**src/rtl/spi_pkg.sv**
```systemverilog
// Shared SPI byte-transmitter definitions: byte width, clock polarity and FSM states.
package spi_pkg;

  localparam int unsigned SPI_BYTE_W = 8;
  localparam logic        CPOL       = 1'b0;

  typedef enum logic [1:0] {
    ST_IDLE = 2'd0,
    ST_LOW  = 2'd1,
    ST_HIGH = 2'd2
  } spi_state_e;

endpackage

```
**src/rtl/spi_clk_div.sv**
```systemverilog
// Half-period counter for sclk generation; emits a one-cycle tick every DIV_HALF clocks.
module spi_clk_div #(
  parameter int unsigned DIV_HALF = 4
) (
  input  logic clk,
  input  logic rst_n,
  input  logic clear,
  output logic tick
);

  localparam int unsigned     CW   = (DIV_HALF > 1) ? $clog2(DIV_HALF) : 1;
  localparam logic [CW-1:0]   LAST = CW'(DIV_HALF - 1);

  logic [CW-1:0] div_cnt;

  assign tick = !clear && (div_cnt == LAST);

  always_ff @(posedge clk) begin
    if (!rst_n || clear) begin
      div_cnt <= '0;
    end else if (tick) begin
      div_cnt <= '0;
    end else begin
      div_cnt <= div_cnt + 1'b1;
    end
  end

endmodule

```
**src/rtl/spi_byte_tx.sv**
```systemverilog
// SPI mode-0 transmit-only byte shifter, MSB first, with one-cycle completion strobe.
module spi_byte_tx
  import spi_pkg::*;
#(
  parameter int unsigned DIV_HALF = 4
) (
  input  logic                  clk,
  input  logic                  rst_n,
  input  logic                  req,
  input  logic [SPI_BYTE_W-1:0] dat,
  output logic                  sclk,
  output logic                  sdo,
  output logic                  snt,
  output logic                  busy
);

  spi_state_e            state, state_n;
  logic [SPI_BYTE_W-1:0] shreg, shreg_n;
  logic [2:0]            bit_cnt, bit_cnt_n;
  logic                  sclk_n, sdo_n, snt_n, busy_n;
  logic                  tick;

  spi_clk_div #(
    .DIV_HALF(DIV_HALF)
  ) u_div (
    .clk  (clk),
    .rst_n(rst_n),
    .clear(state == ST_IDLE),
    .tick (tick)
  );

  always_ff @(posedge clk) begin
    if (!rst_n) begin
      state   <= ST_IDLE;
      shreg   <= '0;
      bit_cnt <= '0;
      sclk    <= CPOL;
      sdo     <= 1'b0;
      snt     <= 1'b0;
      busy    <= 1'b0;
    end else begin
      state   <= state_n;
      shreg   <= shreg_n;
      bit_cnt <= bit_cnt_n;
      sclk    <= sclk_n;
      sdo     <= sdo_n;
      snt     <= snt_n;
      busy    <= busy_n;
    end
  end

  always_comb begin
    state_n   = state;
    shreg_n   = shreg;
    bit_cnt_n = bit_cnt;
    sclk_n    = sclk;
    sdo_n     = sdo;
    snt_n     = 1'b0;
    busy_n    = busy;
    case (state)
      ST_IDLE: begin
        sclk_n = CPOL;
        sdo_n  = 1'b0;
        busy_n = 1'b0;
        if (req) begin
          state_n   = ST_LOW;
          shreg_n   = dat;
          sdo_n     = dat[SPI_BYTE_W-1];
          busy_n    = 1'b1;
          bit_cnt_n = '0;
        end
      end
      ST_LOW: begin
        if (tick) begin
          sclk_n  = ~CPOL;
          state_n = ST_HIGH;
        end
      end
      ST_HIGH: begin
        if (tick) begin
          sclk_n = CPOL;
          // sdo only moves on the falling edge, giving a full half-period of setup before the next rise
          if (bit_cnt != 3'(SPI_BYTE_W - 1)) begin
            shreg_n   = shreg << 1;
            sdo_n     = shreg_n[SPI_BYTE_W-1];
            bit_cnt_n = bit_cnt + 3'd1;
            state_n   = ST_LOW;
          end else begin
            sdo_n   = 1'b0;
            snt_n   = 1'b1;
            busy_n  = 1'b0;
            state_n = ST_IDLE;
          end
        end
      end
      default: state_n = ST_IDLE;
    endcase
  end

endmodule

```
**config.mk**
```make
export PLATFORM = sky130hd
export DESIGN_NAME = spi_byte_tx
export DESIGN_NICKNAME = d
export VERILOG_FILES = /design/src/rtl/spi_pkg.sv /design/src/rtl/spi_clk_div.sv /design/src/rtl/spi_byte_tx.sv
export SDC_FILE = /design/constraint.sdc
export NUM_CORES = 1
export LEC_CHECK = 0
export CAP_MARGIN = 20
export CORE_AREA = 2 2 44 46
export CTS_CLUSTER_SIZE = 20
export DETAILED_ROUTE_END_ITERATION = 12
export DIE_AREA = 0 0 46 48
export GPL_ROUTABILITY_DRIVEN = 0
export HOLD_SLACK_MARGIN = 0.02
export PLACE_DENSITY = 0.73
export SLEW_MARGIN = 20
export SYNTH_ARGS = -nofsm -noshare
export SYNTH_HDL_FRONTEND = slang
export SYNTH_SLANG_ARGS = --single-unit
```
**constraint.sdc**
```tcl
create_clock -name clk -period 3.2 [get_ports clk]
set_input_delay 0.48 -clock clk [delete_from_list [all_inputs] [get_ports clk]]
set_output_delay 0.48 -clock clk [all_outputs]
set_load 0.03 [all_outputs]
```
==> flow_summary.rst, run 1 <==
.. list-table::
   :header-rows: 1

   * - Metric
     - Value
   * - Synthesized instance count
     - 87
   * - RSZ-0062 raised after global routing
     - false
   * - Core area
     - 1689 µm²
   * - Crit path DAT
     - 2.23 ns
   * - Cell row count
     - 15
   * - Residual overflow from global routing
     - 0
   * - Final clock period utilization by the worst path
     - 62.28%
   * - Antenna violations before repair
     - 0
   * - Most frequent cell after synthesis
     - sky130_fd_sc_hd__dfxtp_1
   * - Fill cell instance count of the final layout
     - 154
   * - Max_cap viols
     - 0
   * - Number of library cell types mapped by synthesis
     - 29
   * - Hold buffer count at cts
     - 0
   * - Area added between synthesis and finish
     - 18.01%
   * - Mean number of vias per cell
     - 5.836
   * - Achievable clock frequency
     - 501.8 MHz
   * - Quantity of I/O buffers inserted on ports
     - 14
   * - Ratio of cells with drive above 1 in the final layout
     - 7.071%
   * - Iter 0 DRT Violations
     - 13
   * - Critical Path RT
     - 3.44 ns
   * - Critical-path maximum fanout
     - 7
   * - Fraction of registers with async set or reset after synthesis
     - 0%
   * - Non-filler instance count after layout
     - 116
   * - Setup slack of the most critical reg-to-reg path
     - 1.21 ns
   * - Post-route ant nets
     - 0
   * - Via count of the first global-routing pass
     - 634
   * - Remaining max-slew budget at the tightest pin
     - 60.74%
   * - Min-delay worst type
     - reg2reg
   * - Clock root buffer
     - sky130_fd_sc_hd__clkbuf_4
   * - Die Footprint
     - 2208 µm²
   * - Later-pin clock latency in the skew report
     - 0.28 ns
   * - Largest vdd supply drop
     - 0.2860 mV
   * - Clock period minus final worst setup slack
     - 1.993 ns
   * - Predominant post-synthesis flop cell
     - sky130_fd_sc_hd__dfxtp_1
   * - CP startpoint kind
     - flop
   * - CTS tree
     - built
   * - Warnings, synthesis
     - 0
   * - Maximum number of pins on one net before global-route repair
     - 19
   * - Total routed wirelength
     - 1.497 mm
   * - Longest Clk Path Bufs
     - 2
   * - Static leakage
     - 0.4535 nW
   * - # resized after CTS
     - 0
   * - Net switching fraction of the power
     - 22.52%
   * - # Post-CTS Setup Buffers
     - 0
   * - Slew of the pin with the lowest slew margin
     - 0.5871 ns
   * - Combinational share of power
     - 12.1%
   * - Total CTS buffers
     - 3
   * - Total vias in the final route
     - 677
   * - Length of the first detailed-routing pass in iterations
     - 4
   * - Clock sink count
     - 18
   * - Number of synthesized flops with an enable pin
     - 0
   * - Hpwl dp
     - 1.064 mm
   * - Logic depth of the worst register-to-register path
     - 6
   * - CP Capture Point
     - shreg[6]
   * - Final Setup Violations
     - 0
   * - R2r endpoint
     - shreg[6]
   * - Global-route wire length before repair
     - 2.649 mm
   * - Synthesized Nets
     - 102
   * - Multi-input logic area
     - 464.2 µm²
   * - Total DRC errors in the routed layout
     - 0
   * - Cell Int Power
     - 335.0 µW
   * - Net switching power
     - 97.38 µW
   * - Class of the most critical setup path
     - reg2reg
   * - Top-area cell type share of the netlist area
     - 40.85%
   * - Largest cells by area after synthesis
     - sky130_fd_sc_hd__dfxtp_1, sky130_fd_sc_hd__mux2i_1, sky130_fd_sc_hd__o211a_1
   * - CTS HTree Levels
     - 1
   * - Power Dens Cells
     - 415.3 nW/µm²
   * - Setup TNS after final layout
     - 0 ns
   * - Register share of total power
     - 56.4%
   * - Cell type with the largest total area after synthesis
     - sky130_fd_sc_hd__dfxtp_1
   * - Number of hold violations in the final report
     - 0
   * - Post-layout net count
     - 115
   * - Die Y-Extent
     - 48 µm
   * - Critical Path Start
     - bit_cnt[0]
   * - Sequential area share after synthesis
     - 40.85%
   * - Cell count after placement
     - 112
   * - Number of max-slew violations in the final report
     - 0
   * - Part of the power in the clock network
     - 31.5%
   * - Total GRT Usage
     - 16.85%
   * - Post-synth top cells
     - sky130_fd_sc_hd__dfxtp_1, sky130_fd_sc_hd__o21ai_0, sky130_fd_sc_hd__mux2i_1, sky130_fd_sc_hd__o211a_1, sky130_fd_sc_hd__nor2_1
   * - Wire length per cell after detailed routing
     - 12.91 µm
   * - Ant diodes
     - 0
   * - Flop and latch count out of synthesis
     - 18
   * - Register Area
     - 360.3 µm²
   * - Launch point of the worst reg-to-reg path
     - bit_cnt[0]
   * - Cell Area, Synth
     - 882.1 µm²
   * - Status
     - completed
   * - Count of pins on the block boundary
     - 15
   * - Starting density of the core
     - 52.22%
   * - Layout Skew
     - 0.001198 ns
   * - Overall die width
     - 46 µm
   * - Worst Setup End Kind
     - flop
   * - Clock-pin slew of the registers on the worst-case setup and hold paths
     - 0.10 ns
   * - Mean Syn Cell Area
     - 10.14 µm²
-- worst min path at each step --
stage,from,to,slack (ns),cells after the start
detailed placement,u_div.div_cnt[0],u_div.div_cnt[0],0.43,1
CTS,u_div.div_cnt[0],u_div.div_cnt[0],0.44,1
floorplan,u_div.div_cnt[0],u_div.div_cnt[0],0.41,1
global route,u_div.div_cnt[0],u_div.div_cnt[0],0.48,1
finish,u_div.div_cnt[0],u_div.div_cnt[0],0.43,1
global placement,u_div.div_cnt[0],u_div.div_cnt[0],0.42,1
-- layout by cell type (no fill, tap or decap) --
cell type,n
sky130_fd_sc_hd__a21boi_1,1
sky130_fd_sc_hd__o21a_1,4
sky130_fd_sc_hd__nor3b_1,1
sky130_fd_sc_hd__or2_1,1
sky130_fd_sc_hd__clkbuf_4,3
sky130_fd_sc_hd__dfxtp_1,18
sky130_fd_sc_hd__mux2i_1,6
sky130_fd_sc_hd__buf_4,2
sky130_fd_sc_hd__o21bai_1,1
sky130_fd_sc_hd__nor4bb_1,2
sky130_fd_sc_hd__and3_1,2
sky130_fd_sc_hd__o32ai_1,1
sky130_fd_sc_hd__o21ai_0,7
sky130_fd_sc_hd__inv_1,1
sky130_fd_sc_hd__nor3b_2,1
sky130_fd_sc_hd__nor2_1,5
sky130_fd_sc_hd__a21boi_0,3
sky130_fd_sc_hd__o211a_1,6
sky130_fd_sc_hd__clkdlybuf4s50_1,14
sky130_fd_sc_hd__o311a_1,1
sky130_fd_sc_hd__nand3b_1,1
sky130_fd_sc_hd__nor4b_1,1
sky130_fd_sc_hd__ha_1,4
sky130_fd_sc_hd__nor2b_1,2
sky130_fd_sc_hd__nand2_1,2
sky130_fd_sc_hd__a21oi_1,1
sky130_fd_sc_hd__clkbuf_8,1
sky130_fd_sc_hd__nand2b_1,4
sky130_fd_sc_hd__nand4b_1,1
sky130_fd_sc_hd__a32o_1,2
-- area by class of cell --
class                   instances  share of cell area, %
inverters                       1                 0.3606
well taps                      17                  2.043
flip-flops and latches         18                  34.62
repair buffers                 16                  14.90
multi-input cells              60                  44.59
clock buffers                   4                  3.486
-- sequential cells by signal, indices dropped and copies added (netlist names) --
register,cells
sdo,1
busy,1
u_div.div_cnt,2
state,2
snt,1
sclk,1
bit_cnt,3
shreg,7
-- worst max-delay path, cell delays in order, from the launching register on --
cell                       delay, ns
sky130_fd_sc_hd__dfxtp_1        0.34
sky130_fd_sc_hd__ha_1           0.22
sky130_fd_sc_hd__ha_1           0.23
sky130_fd_sc_hd__nor4bb_1       0.51
sky130_fd_sc_hd__buf_4          0.24
sky130_fd_sc_hd__or2_1          0.24
sky130_fd_sc_hd__o211a_1        0.17
-- through the flow --
| step | total power, mW | hold slack, ns | setup WS (ns) | util (%) | area [µm²] |
|---|---|---|---|---|---|
| floorplan | 0.2817 | 0.4069 | 1.591 | - | 882.1 |
| global placement | 0.3008 | 0.4218 | 1.243 | 59.48 | 1005 |
| detailed placement | 0.3015 | 0.4288 | 1.216 | 59.48 | 1005 |
| CTS | 0.4380 | 0.4434 | 1.233 | 61.63 | 1041 |
| global route | 0.4543 | 0.4766 | 1.074 | 61.63 | 1041 |
| finish | 0.4323 | 0.4339 | 1.207 | 61.63 | 1041 |
-- layer usage --
metal | vias to the layer above | track usage, % | part of all wire (%)
met2 | 14 | 28.89 | 48
met4 | 0 | 8.571 | 0.87
met1 | 318 | 19.91 | 47
met3 | 2 | 3.396 | 4.2
met5 | - | 0 | 0
li1 | 343 | - | -
-- logic make-up (layout without fill, tap and decap cells) --
logic type | after synthesis | in the layout | synth area share [%]
AOI/OAI and AO/OA | 27 | 27 | 23.40
DFF | 18 | 18 | 40.85
muxes | 6 | 6 | 6.809
and+or+nand+nor | 23 | 23 | 16.74
buffers and inverters | 9 | 21 | 6.523
adders and majority gates | 4 | 4 | 5.674
-- power groups by stage --
stage          clock network (mW)  registers (mW)  logic (mW)
6_report                    0.136           0.244      0.0524
5_1_grt                     0.150           0.246      0.0583
4_1_cts                     0.141           0.244      0.0528
3_5_place_dp                    0           0.249      0.0523
3_3_place_gp                    0           0.249      0.0520
2_1_floorplan                   0           0.249      0.0322
(Power assumes the default switching activity.)
==> inputs of run 2 (changes only) <==
--- a/config.mk
+++ b/config.mk
@@ -6,13 +6,13 @@
 export NUM_CORES = 1
 export LEC_CHECK = 0
 export CAP_MARGIN = 20
-export CORE_AREA = 2 2 44 46
+export CORE_AREA = 2 2 48 50
 export CTS_CLUSTER_SIZE = 20
 export DETAILED_ROUTE_END_ITERATION = 12
-export DIE_AREA = 0 0 46 48
+export DIE_AREA = 0 0 50 52
 export GPL_ROUTABILITY_DRIVEN = 0
 export HOLD_SLACK_MARGIN = 0.02
-export PLACE_DENSITY = 0.73
+export PLACE_DENSITY = 0.65
 export SLEW_MARGIN = 20
 export SYNTH_ARGS = -nofsm -noshare
 export SYNTH_HDL_FRONTEND = slang
==> constraint.sdc (replaced) <==
create_clock -name clk -period 1.65 [get_ports clk]
set_input_delay 0.2475 -clock clk [delete_from_list [all_inputs] [get_ports clk]]
set_output_delay 0.2475 -clock clk [all_outputs]
set_load 0.03 [all_outputs]
==> run 2 against run 1 <==
  * Clock-buffer cell count stayed put
  * Combinational power is 130% higher
  * Design area is 10% higher
  * Global-route usage is 0.62 points lower
  * Clock skew is 0.0042 ns higher
  * Power is 100% higher
  * Via count is 5.6% higher
==> flow_summary.rst, run 2 (same netlist as run 1, synthesis figures left out) <==
.. list-table::
   :header-rows: 1

   * - Metric
     - Value
   * - Status
     - completed (unchanged)
   * - Critical-path maximum fanout
     - 2 (was 7)
   * - CTS tree
     - built (unchanged)
   * - R2r endpoint
     - shreg[1] (was shreg[6])
   * - Critical Path RT
     - 1.40 ns (was 3.44 ns)
   * - Clock period minus final worst setup slack
     - 1.581 ns
   * - Longest Clk Path Bufs
     - 2 (unchanged)
   * - Power Dens Cells
     - 752.7 nW/µm² (was 415.3 nW/µm²)
   * - Fill cell instance count of the final layout
     - 195 (was 154)
   * - Number of stages on the worst hold path
     - 1 (unchanged)
   * - Start point of the worst min-delay path
     - u_div.div_cnt[0] (unchanged)
   * - Starting density of the core
     - 41.89% (was 52.22%)
   * - Clock-pin slew of the registers on the worst-case setup and hold paths
     - 0.10 ns (about the same)
   * - Max_cap viols
     - 0 (unchanged)
   * - Antenna violations before repair
     - 0 (unchanged)
   * - Cell breakdown of the critical path
     - clkdlybuf4s50_1 (was ha_1, ha_1, nor4bb_1, buf_4, or2_1, o211a_1)
   * - Die Footprint
     - 2600 µm² (was 2208 µm²)
   * - Commonest non-fill, non-tap cells in the layout
     - sky130_fd_sc_hd__dfxtp_1, sky130_fd_sc_hd__clkdlybuf4s50_1, sky130_fd_sc_hd__buf_4, sky130_fd_sc_hd__o21ai_0 (was sky130_fd_sc_hd__dfxtp_1, sky130_fd_sc_hd__clkdlybuf4s50_1, sky130_fd_sc_hd__o21ai_0, sky130_fd_sc_hd__mux2i_1, sky130_fd_sc_hd__o211a_1)
   * - Total CTS buffers
     - 3 (unchanged)
   * - Delay-heaviest family, CP
     - buffers and inverters (was simple AND/OR/NAND/NOR gates)
   * - Iter 0 DRT Violations
     - 3 (was 13)
   * - Worst Setup End Kind
     - output pin (was flop)
   * - Cell row count
     - 17 (was 15)
   * - Hpwl dp
     - 1.299 mm (was 1.064 mm)
   * - CTS HTree Levels
     - 1 (unchanged)
   * - Setup slack of the most critical reg-to-reg path
     - 0.11 ns (was 1.21 ns)
   * - Number of max-slew violations in the final report
     - 0 (unchanged)
   * - Final Setup Violations
     - 0 (unchanged)
   * - Core area
     - 2106 µm² (was 1689 µm²)
   * - Die Y-Extent
     - 52 µm (was 48 µm)
   * - Total vias in the final route
     - 715 (was 677)
   * - Class of the most critical setup path
     - reg2out (was reg2reg)
   * - Count of pins on the block boundary
     - 15 (unchanged)
   * - Length of the first detailed-routing pass in iterations
     - 4 (unchanged)
   * - Achievable clock frequency
     - 632.4 MHz
   * - Wire length per cell after detailed routing
     - 13.06 µm (was 12.91 µm)
   * - Residual overflow from global routing
     - 0 (unchanged)
   * - CP startpoint kind
     - flop (unchanged)
   * - Layout Utilization
     - 54.49% (was 61.63%)
   * - Logic depth of the worst register-to-register path
     - 7 (was 6)
   * - Via count of the first global-routing pass
     - 700 (was 634)
   * - Smallest setup slack after layout
     - 0.06882 ns (was 1.207 ns)
   * - Ratio of cells with drive above 1 in the final layout
     - 20.91% (was 7.071%)
   * - Largest vdd supply drop
     - 0.4785 mV (was 0.2860 mV)
   * - RSZ-0062 raised after global routing
     - false (unchanged)
   * - Later-pin clock latency in the skew report
     - 0.30 ns (was 0.28 ns)
   * - Total GRT Usage
     - 16.22% (was 16.85%)
   * - Overall die width
     - 50 µm (was 46 µm)
   * - Most frequent standard cell in the layout excluding fill and tap cells
     - sky130_fd_sc_hd__dfxtp_1 (unchanged)
   * - Total DRC errors in the routed layout
     - 0 (unchanged)
   * - Total power
     - 863.6 µW (was 432.3 µW)
   * - Maximum number of pins on one net before global-route repair
     - 12 (was 19)
   * - Global-route wire length before repair
     - 3.139 mm (was 2.649 mm)
   * - Biggest register
     - shreg (unchanged)
   * - Static leakage
     - 0.5064 nW (was 0.4535 nW)
   * - Worst min-delay path endpoint
     - u_div.div_cnt[0] (unchanged)
   * - Slew of the pin with the lowest slew margin
     - 0.3717 ns (was 0.5871 ns)
   * - Worst hold margin
     - 0.4383 ns (was 0.4339 ns)
   * - Registers with the most flip-flops
     - shreg: 7 flops, bit_cnt: 3 flops (unchanged)
   * - Largest register FFs
     - 7 (unchanged)
   * - Number of hold violations in the final report
     - 0 (unchanged)
   * - Remaining max-slew budget at the tightest pin
     - 75.18% (was 60.74%)
   * - Ant diodes
     - 0 (unchanged)
   * - Hold buffer count at cts
     - 0 (unchanged)
   * - Post-Place Setup Slack
     - 0.02709 ns (was 1.216 ns)
   * - Post-layout net count
     - 126 (was 115)
   * - Total routed wirelength
     - 1.802 mm (was 1.497 mm)
   * - Area added between synthesis and finish
     - 30.07% (was 18.01%)
   * - Clock root buffer
     - sky130_fd_sc_hd__clkbuf_4 (unchanged)
   * - Post-route ant nets
     - 0 (unchanged)
   * - Mean number of vias per cell
     - 5.181 (was 5.836)
   * - Setup TNS after final layout
     - 0 ns (unchanged)
   * - Combined buffer and inverter count along the critical path
     - 1 (unchanged)
   * - Layout Skew
     - 0.005407 ns (was 0.001198 ns)
   * - Critical-path top delay cell
     - sky130_fd_sc_hd__clkdlybuf4s50_1 (was sky130_fd_sc_hd__nor4bb_1)
   * - Crit path DAT
     - 1.33 ns (was 2.23 ns)
   * - Min-delay worst type
     - reg2reg (unchanged)
   * - Launch point of the worst reg-to-reg path
     - bit_cnt[0] (unchanged)
   * - Quantity of I/O buffers inserted on ports
     - 14 (unchanged)
   * - Final clock period utilization by the worst path
     - 95.83%
   * - Clock sink count
     - 18 (unchanged)
   * - Slowest stage delay, CP
     - 0.68 ns (was 0.51 ns)
-- run 2: cell types whose count changed in the layout (fill, tap and decap cells not counted) --
| cell | before | now |
|---|---|---|
| sky130_fd_sc_hd__or2_1 | 1 | 0 |
| sky130_fd_sc_hd__ha_2 | 0 | 2 |
| sky130_fd_sc_hd__or2_4 | 0 | 1 |
| sky130_fd_sc_hd__ha_1 | 4 | 2 |
| sky130_fd_sc_hd__dfxtp_1 | 18 | 16 |
| sky130_fd_sc_hd__dfxtp_2 | 0 | 2 |
| sky130_fd_sc_hd__buf_4 | 2 | 13 |
-- run 2: metrics by stage --
stage                     cells  cell area (µm²)
final                       138             1147
after global routing        138             1147
after CTS                   136             1122
after detailed placement    132             1086
after global placement      132             1086
after floorplan              87            882.1
-- run 2: power by group --
group | switching (mW) | total (mW) | internal, mW
Sequential | 0.0117 | 0.469 | 0.457
Combinational | 0.0517 | 0.121 | 0.0698
Clock | 0.139 | 0.274 | 0.135
Total | 0.202 | 0.864 | 0.661
-- run 2: worst max path at each step --
stage                           from    endpoint  slack, ns  depth (start not counted)
after floorplan           bit_cnt[0]  bit_cnt[1]       0.04                          6
after CTS                 bit_cnt[0]    shreg[5]     0.0007                          6
after global placement    bit_cnt[0]  bit_cnt[0]       0.07                          6
after global routing            busy        busy      0.007                          1
after detailed placement  bit_cnt[0]  bit_cnt[0]       0.03                          6
final                           busy        busy       0.07                          1
-- run 2: final cells by class --
class | count | area [µm²] | area share (%)
Timing Repair Buffer | 27 | 237.7 | 20.72
Tap cell | 28 | 35.03 | 3.053
Multi-Input combinational cell | 60 | 471.7 | 41.11
Sequential cell | 18 | 362.8 | 31.62
Clock buffer | 4 | 36.28 | 3.162
Inverter | 1 | 3.754 | 0.3272
-- run 2: repair_timing --
action                     4_1_cts  5_1_grt
setup buffers                    0        2
resized for setup                0        5
setup endpoints to repair        0        9
-- run 2: layer usage --
metal  vias to the layer above  track usage, %  wire length (µm)
li1                        365               -                 -
met1                       331           19.32               831
met2                        15           27.41               874
met3                         4           2.586                62
met4                         0           9.722                34
met5                         -               0                 0
-- run 2: worst reg2reg max path: cells and delay by family (launching register included) --
family                   cells  cell delay, ns
AND/OR/NAND/NOR              1            0.27
buffers and inverters        2            0.29
flip-flops                   1            0.33
adder cells (fa/ha/maj)      2            0.35
AO/OA/AOI/OAI                2            0.21
